### src/rtl/miner_nonce_ctrl.sv
// ---------------------------------------------------------------------------
// miner_nonce_ctrl
//
// Control unit for a SHA256 miner with NUM_CORES iterative hashers, each
// taking LOOP = 1<<LOOP_LOG2 rounds per nonce.  It does the following:
//   - gives each core its own nonce stream (core k gets base + k, and base
//     advances by NUM_CORES at every issue)
//   - drives the shared round counter and the feedback select
//   - watches every core's hash[255:224] for a golden ticket
//   - queues golden nonces in a first-word-fall-through FIFO
//   - sequences run, halt and nonce-space exhaustion
//
// Optional build macro:
//   MINER_DIFF_MASK_EN  adds a diff_mask input. A core then matches when
//                       ((hash ^ GOLDEN_WORD) & diff_mask) == 0. Without the
//                       macro a match needs exact 32-bit equality.
//
// Ports:
//   hash_clk      clock
//   reset         synchronous reset, active high
//   halt_in       halt request, active low
//   new_work      one-cycle strobe: latch the work, restart the nonces
//   midstate_in   work midstate (256 bits)
//   data_in       work data tail (96 bits)
//   state_out     latched midstate, shared by all cores
//   data_out      latched data tail, shared by all cores
//   nonce_out     per-core nonce; core k is at [32k+31:32k]
//   feedback      hasher internal feedback select
//   cnt_out       hasher round counter; its MSB is fb_second
//   hash_top_in   per-core hash[255:224]
//   diff_mask     match mask (only with MINER_DIFF_MASK_EN)
//   gn_rd         pop the golden FIFO
//   gn_data       FIFO head; valid when gn_empty is low
//   gn_empty      FIFO empty
//   gn_overflow   sticky: a golden nonce was lost
//   exhausted     the nonce space has wrapped
//   running       FSM is in RUN
//   leds          base[31:24]
//
// FSM states:
//   state   | meaning
//   IDLE    | halted or just out of reset; base held, results discarded
//   RUN     | counting rounds and issuing nonces
//   EXHAUST | base would wrap; issuing stops until new_work
// ---------------------------------------------------------------------------
module miner_nonce_ctrl #(
    parameter int          NUM_CORES       = 2,
    parameter int          LOOP_LOG2       = 1,
    parameter int          GOLDEN_OFFSET   = 66,
    parameter int          FIFO_DEPTH_LOG2 = 2,
    parameter logic [31:0] NONCE_START     = 32'hF8000000,
    parameter logic [31:0] GOLDEN_WORD     = 32'ha41f32e7
) (
    input  logic                    hash_clk,
    input  logic                    reset,
    input  logic                    halt_in,
    input  logic                    new_work,
    input  logic [255:0]            midstate_in,
    input  logic [95:0]             data_in,
    output logic [255:0]            state_out,
    output logic [95:0]             data_out,
    output logic [32*NUM_CORES-1:0] nonce_out,
    output logic                    feedback,
    output logic [LOOP_LOG2:0]      cnt_out,
    input  logic [32*NUM_CORES-1:0] hash_top_in,
`ifdef MINER_DIFF_MASK_EN
    input  logic [31:0]             diff_mask,
`endif
    input  logic                    gn_rd,
    output logic [31:0]             gn_data,
    output logic                    gn_empty,
    output logic                    gn_overflow,
    output logic                    exhausted,
    output logic                    running,
    output logic [7:0]              leds
);

    localparam int CW    = LOOP_LOG2 + 1;
    localparam int LOOP  = 1 << LOOP_LOG2;
    localparam int DEPTH = 1 << FIFO_DEPTH_LOG2;
    localparam int AW    = (FIFO_DEPTH_LOG2 > 0) ? FIFO_DEPTH_LOG2 : 1;
    localparam int NW    = FIFO_DEPTH_LOG2 + 1;
    localparam int IW    = (NUM_CORES > 1) ? $clog2(NUM_CORES) : 1;

    // Low LOOP_LOG2 bits of the counter. The mask is zero when LOOP_LOG2 = 0,
    // so an issue then happens every cycle and feedback stays low.
    localparam logic [CW-1:0] LOW_MASK = CW'(LOOP - 1);
    localparam logic [31:0]   SUP_INIT = 32'(GOLDEN_OFFSET);
    // A checked result belongs to the nonce issued GOLDEN_OFFSET issues earlier.
    localparam logic [31:0]   LAG      = 32'(NUM_CORES * GOLDEN_OFFSET);

    typedef enum logic [1:0] {IDLE, RUN, EXHAUST} state_t;

    state_t         state;
    logic [31:0]    base;
    logic [CW-1:0]  cnt;
    logic           feedback_d1;
    logic [31:0]    suppress;

    logic [CW-1:0]  cnt_next;
    logic           fb_next;
    logic           counting;
    logic           issue;
    logic [32:0]    base_sum;
    logic           wrap;
    logic           check_en;

    logic [NUM_CORES-1:0] match;
    logic [NUM_CORES-1:0] pend_vld;
    logic [31:0]          pend_nonce [NUM_CORES];
    logic [IW-1:0]        push_idx;
    logic                 push_vld;
    logic [31:0]          push_data;
    logic                 push_ok;
    logic                 pop;

    logic [31:0]    mem [DEPTH];
    logic [AW-1:0]  wr_ptr;
    logic [AW-1:0]  rd_ptr;
    logic [NW-1:0]  fifo_cnt;
    logic           fifo_full;

    function automatic logic [AW-1:0] ptr_inc(input logic [AW-1:0] p);
        return (p == AW'(DEPTH - 1)) ? '0 : p + 1'b1;
    endfunction

    assign cnt_next = cnt + CW'(1);
    assign fb_next  = ((cnt_next & LOW_MASK) != '0);
    // The hashers keep cycling in EXHAUST so that in-flight nonces still
    // finish; only a halt freezes the counter.
    assign counting = ((state == RUN) && halt_in) || (state == EXHAUST);
    assign issue    = (state == RUN) && halt_in && ((cnt_next & LOW_MASK) == '0);
    assign base_sum = {1'b0, base} + 33'(NUM_CORES);
    assign wrap     = base_sum[32];
    assign check_en = (state != IDLE) && !feedback_d1 && (suppress == 32'd0);

    assign running  = (state == RUN);
    assign leds     = base[31:24];
    assign cnt_out  = cnt;

    always_ff @(posedge hash_clk) begin
        if (reset) begin
            state       <= IDLE;
            base        <= NONCE_START;
            cnt         <= '0;
            feedback    <= 1'b0;
            feedback_d1 <= 1'b0;
            exhausted   <= 1'b0;
            suppress    <= SUP_INIT;
            state_out   <= '0;
            data_out    <= '0;
            for (int k = 0; k < NUM_CORES; k++)
                nonce_out[32*k +: 32] <= NONCE_START + 32'(k);
        end else begin
            feedback_d1 <= feedback;

            unique case (state)
                IDLE: begin
                    if (halt_in)
                        state <= RUN;
                end
                RUN: begin
                    if (!halt_in)
                        state <= IDLE;
                    else if (issue && wrap && !new_work) begin
                        state     <= EXHAUST;
                        exhausted <= 1'b1;
                    end
                end
                EXHAUST: begin
                    if (new_work)
                        state <= RUN;
                end
                default: state <= IDLE;
            endcase

            if (new_work) begin
                state_out <= midstate_in;
                data_out  <= data_in;
                base      <= NONCE_START;
                cnt       <= '0;
                feedback  <= 1'b0;
                exhausted <= 1'b0;
                suppress  <= SUP_INIT;
                for (int k = 0; k < NUM_CORES; k++)
                    nonce_out[32*k +: 32] <= NONCE_START + 32'(k);
            end else begin
                if (counting) begin
                    cnt      <= cnt_next;
                    feedback <= fb_next;
                end
                // On a wrap the base stays at its last legal value.
                if (issue && !wrap) begin
                    base <= base_sum[31:0];
                    for (int k = 0; k < NUM_CORES; k++)
                        nonce_out[32*k +: 32] <= base_sum[31:0] + 32'(k);
                    if (suppress != 32'd0)
                        suppress <= suppress - 32'd1;
                end
            end
        end
    end

    always_comb begin
        match = '0;
        for (int k = 0; k < NUM_CORES; k++) begin
`ifdef MINER_DIFF_MASK_EN
            match[k] = (((hash_top_in[32*k +: 32] ^ GOLDEN_WORD) & diff_mask) == 32'd0);
`else
            match[k] = (hash_top_in[32*k +: 32] == GOLDEN_WORD);
`endif
        end
    end

    // Lowest pending core wins the single FIFO write port.
    always_comb begin
        push_idx = '0;
        push_vld = 1'b0;
        for (int k = NUM_CORES - 1; k >= 0; k--) begin
            if (pend_vld[k]) begin
                push_idx = IW'(k);
                push_vld = 1'b1;
            end
        end
    end

    assign push_data = pend_nonce[push_idx];
    assign gn_empty  = (fifo_cnt == '0);
    assign fifo_full = (fifo_cnt == NW'(DEPTH));
    assign pop       = gn_rd && !gn_empty;
    // When the FIFO is full, a pop in the same cycle frees the slot the push needs.
    assign push_ok   = push_vld && (!fifo_full || pop);
    assign gn_data   = mem[rd_ptr];

    // A pending slot that is being pushed this cycle can take a new match.
    // Only a slot that stays occupied loses the new result.
    always_ff @(posedge hash_clk) begin
        if (reset) begin
            pend_vld    <= '0;
            gn_overflow <= 1'b0;
        end else begin
            for (int k = 0; k < NUM_CORES; k++) begin
                if (check_en && match[k]) begin
                    if (pend_vld[k] && !(push_vld && (push_idx == IW'(k)))) begin
                        gn_overflow <= 1'b1;
                    end else begin
                        pend_vld[k]   <= 1'b1;
                        pend_nonce[k] <= nonce_out[32*k +: 32] - LAG;
                    end
                end else if (push_vld && (push_idx == IW'(k))) begin
                    pend_vld[k] <= 1'b0;
                end
            end
            if (push_vld && !push_ok)
                gn_overflow <= 1'b1;
        end
    end

    always_ff @(posedge hash_clk) begin
        if (reset) begin
            wr_ptr   <= '0;
            rd_ptr   <= '0;
            fifo_cnt <= '0;
        end else begin
            if (push_ok)
                wr_ptr <= ptr_inc(wr_ptr);
            if (pop)
                rd_ptr <= ptr_inc(rd_ptr);
            if (push_ok && !pop)
                fifo_cnt <= fifo_cnt + 1'b1;
            else if (pop && !push_ok)
                fifo_cnt <= fifo_cnt - 1'b1;
        end
    end

    always_ff @(posedge hash_clk) begin
        if (push_ok)
            mem[wr_ptr] <= push_data;
    end

endmodule

### config.mk
export PLATFORM = sky130hd
export DESIGN_NAME = miner_nonce_ctrl
export DESIGN_NICKNAME = d
export VERILOG_FILES = /design/src/rtl/miner_nonce_ctrl.sv
export SDC_FILE = /design/constraint.sdc
export NUM_CORES = 1
export LEC_CHECK = 0
export CAP_MARGIN = 5
export CELL_PAD_IN_SITES_DETAIL_PLACEMENT = 1
export CELL_PAD_IN_SITES_GLOBAL_PLACEMENT = 1
export CORE_AREA = 3 3 339 341
export DETAILED_ROUTE_END_ITERATION = 12
export DIE_AREA = 0 0 342 344
export PLACE_DENSITY_LB_ADDON = 0.2
export SLEW_MARGIN = 0
export SYNTH_ARGS = -nofsm -noshare
export SYNTH_HDL_FRONTEND = slang
export SYNTH_SLANG_ARGS = --single-unit
### constraint.sdc
create_clock -name hash_clk -period 6.7 [get_ports hash_clk]
set_input_delay 1.675 -clock hash_clk [delete_from_list [all_inputs] [get_ports hash_clk]]
set_output_delay 1.675 -clock hash_clk [all_outputs]
set_load 0.005 [all_outputs]
==> metrics.txt <==
yosys warns=0; Tot GR Track Use=0.172; CTS tree=yes; fin. max-slew vios=0; CP max stage cell=mux4_2; antenna-violating nets left=0; Max Buffers Root-to-Sink=3; CORE AREA=0.112 mm2; I/O Pins=884; Remaining Overflow, GRT=0; met1 usage=0.185; RSZ-0062 raised after global routing=no; DR iter-0 viols=roughly 1100; most frequent cells in the layout=879 x clkdlybuf4s50_1, 432 x dfxtp_1, 394 x nor2_1; Clock Latency Late Sink=0.64 ns; PostCTS Resize Cnt=0; largest net degree at the start of global routing=148; Num CTS Buffers=79; area growth from synthesis to final layout=52.9%; commonest non-fill, non-tap cell in the layout=clkdlybuf4s50_1; crit path kind=reg2out; status=completed; Synth Cell Area=0.0244 mm2; router iterations before antenna repair=5; Worst Max-Slew Pin Slew=1.21 ns; Worst VDD drop=155 uV; Port Buf Inserts=881; vias=19274; Final Hold Vio Count=0; post-synthesis sequential area ratio=0.590; syn_area_per_cell=11.8 um2; CTS H-tree lvls=3; Static Leak=0.0134 uW; Clk Tree Root Cell=clkbuf_16; crit-path max FO=32; crit-path cells=buf_4 > mux4_2 > clkdlybuf4s50_1; M2 GR Usage=0.319; Fmax=approximately 230 MHz; CP required=5.03 ns; die area=approximately 0.12 mm2; met3 Use GR=0.0507; Vias per Instance=4.32; hold_buf cts=0; nature of the critical path startpoint=register; share of layout cells above drive strength 1=0.0851; Seq cells post-synth=623; PwrDens=263 mW/mm2; post-synthesis cell type count=67; Async SR Flop Fraction=0; Cell Rows=123; Reg clk slew, reported paths=0.06 ns; main flop type after synthesis=dfxtp_1; DRC=0; slew margin rel.=0.187; Die H=344 um; Syn Inst Count=2060; Final Cycle Share=0.640; crit-path max cell delay=0.59 ns; # Post-CTS Setup Buffers=0; initial antenna violation count=49; clock skew=0.0237 ns; Starting Density=0.217; Post-synth EDFFs=190; Final setup viols=0; nets@finish=3305; Max Cap Viol=0; vias in the first global route=20459; hpwl dp=~83 mm; final instance count without filler cells=roughly 4500; Top Usage Layer GRT=met2; hold_ws=0.449 ns; Setup crit end kind=output pin; final cell utilization of the core=0.332; Routed WL per cell=23.9 um; final WL=between 100 and 150 mm; fin crit period=4.29 ns; Placer Congestion=0.842; Syn Nets=2493; chip width=342 um; worst hold path class=reg2reg; Worst EP arrival=2.61 ns; Placed Cells incl. Taps=4291; setup TNS=0 ns; # clock sinks=just over 600; first-pass GRT wire length=147 mm
worst max-delay path: cells and delay by family, from the launching register on:
| family | cells | cell delay [ns] |
|---|---|---|
| mux | 1 | 0.59 |
| buf+inv | 2 | 1.08 |
| flops | 1 | 0.31 |
registers in the layout, indices dropped and copies added (netlist names), 2 cells and up, named ones only:
name        flops
suppress       32
fifo_cnt        3
pend_nonce     62
rd_ptr          2
data_out       96
state           2
pend_vld        2
wr_ptr          2
state_out     256
cnt_out         2
base           30
mem           128
through the flow:
stage | area (um2) | setup slack (ns) | total power (uW)
2_1_floorplan | 24400 | 1.56 | 4610
3_3_place_gp | 34400 | 1.96 | 5390
3_5_place_dp | 34400 | 1.99 | 5420
4_1_cts | 37200 | 2.23 | 10000
5_1_grt | 37200 | 2.20 | 10200
6_report | 37300 | 2.41 | 9790
power by group:
| group | internal, uW | switching [uW] |
|---|---|---|
| clock network | 2720 | 1760 |
| registers | 4010 | 107 |
| logic | 695 | 501 |
layer usage:
layer / share of wire / up-vias
met4: 0.034 / 20
met5: 0.0013 / -
met2: 0.53 / 607
met3: 0.071 / 171
met1: 0.36 / 9518
li1: - / 8958
cell type report:
class | instances | area [um2]
multi-input cells | 1246 | 9090
clock inverters | 40 | 508
well taps | 1500 | 1880
flip-flops and latches | 623 | 14400
clock buffers | 108 | 2250
repair buffers | 905 | 9030
inverters | 17 | 63.8
fillers | 12223 | 74900
diodes | 22 | 55.1
worst paths after layout:
check,cells past startpoint,start,endpoint,slack (ns)
min reg2reg,2,exhausted,exhausted,0.45
max,3,register,gn_data[29],2.41
min,2,exhausted,exhausted,0.45
max reg2reg,9,suppress[0],pend_nonce[1][5],2.77
synthesized netlist by cell type (all sizes together) (23+ instances only):
master  number  area share
nand3       23      0.0049
nor3        23      0.0052
mux4        32       0.030
o31ai       26      0.0080
a21oi       47      0.0097
buf         97       0.023
nor2       395       0.061
or4         36       0.012
mux2i      365        0.15
nand2       47      0.0072
mux2        31       0.014
edfxtp     190        0.23
clkbuf      77       0.012
dfxtp      433        0.36
or3         29      0.0077
kinds of logic (layout without fill, tap and decap cells):
family | count (synthesis) | in the layout | share of synthesized area
and+or+nand+nor | 656 | 656 | 0.130
DFF | 623 | 623 | 0.590
muxes | 428 | 428 | 0.194
buffers and inverters | 191 | 1070 | 0.0378
AOI/OAI and AO/OA | 118 | 118 | 0.0310
xor gates and xnor gates | 30 | 30 | 0.0108
adders and majority gates | 12 | 12 | 0.00647
other | 2 | 24 | 0.000308
Power figures use the tool's default switching activity.
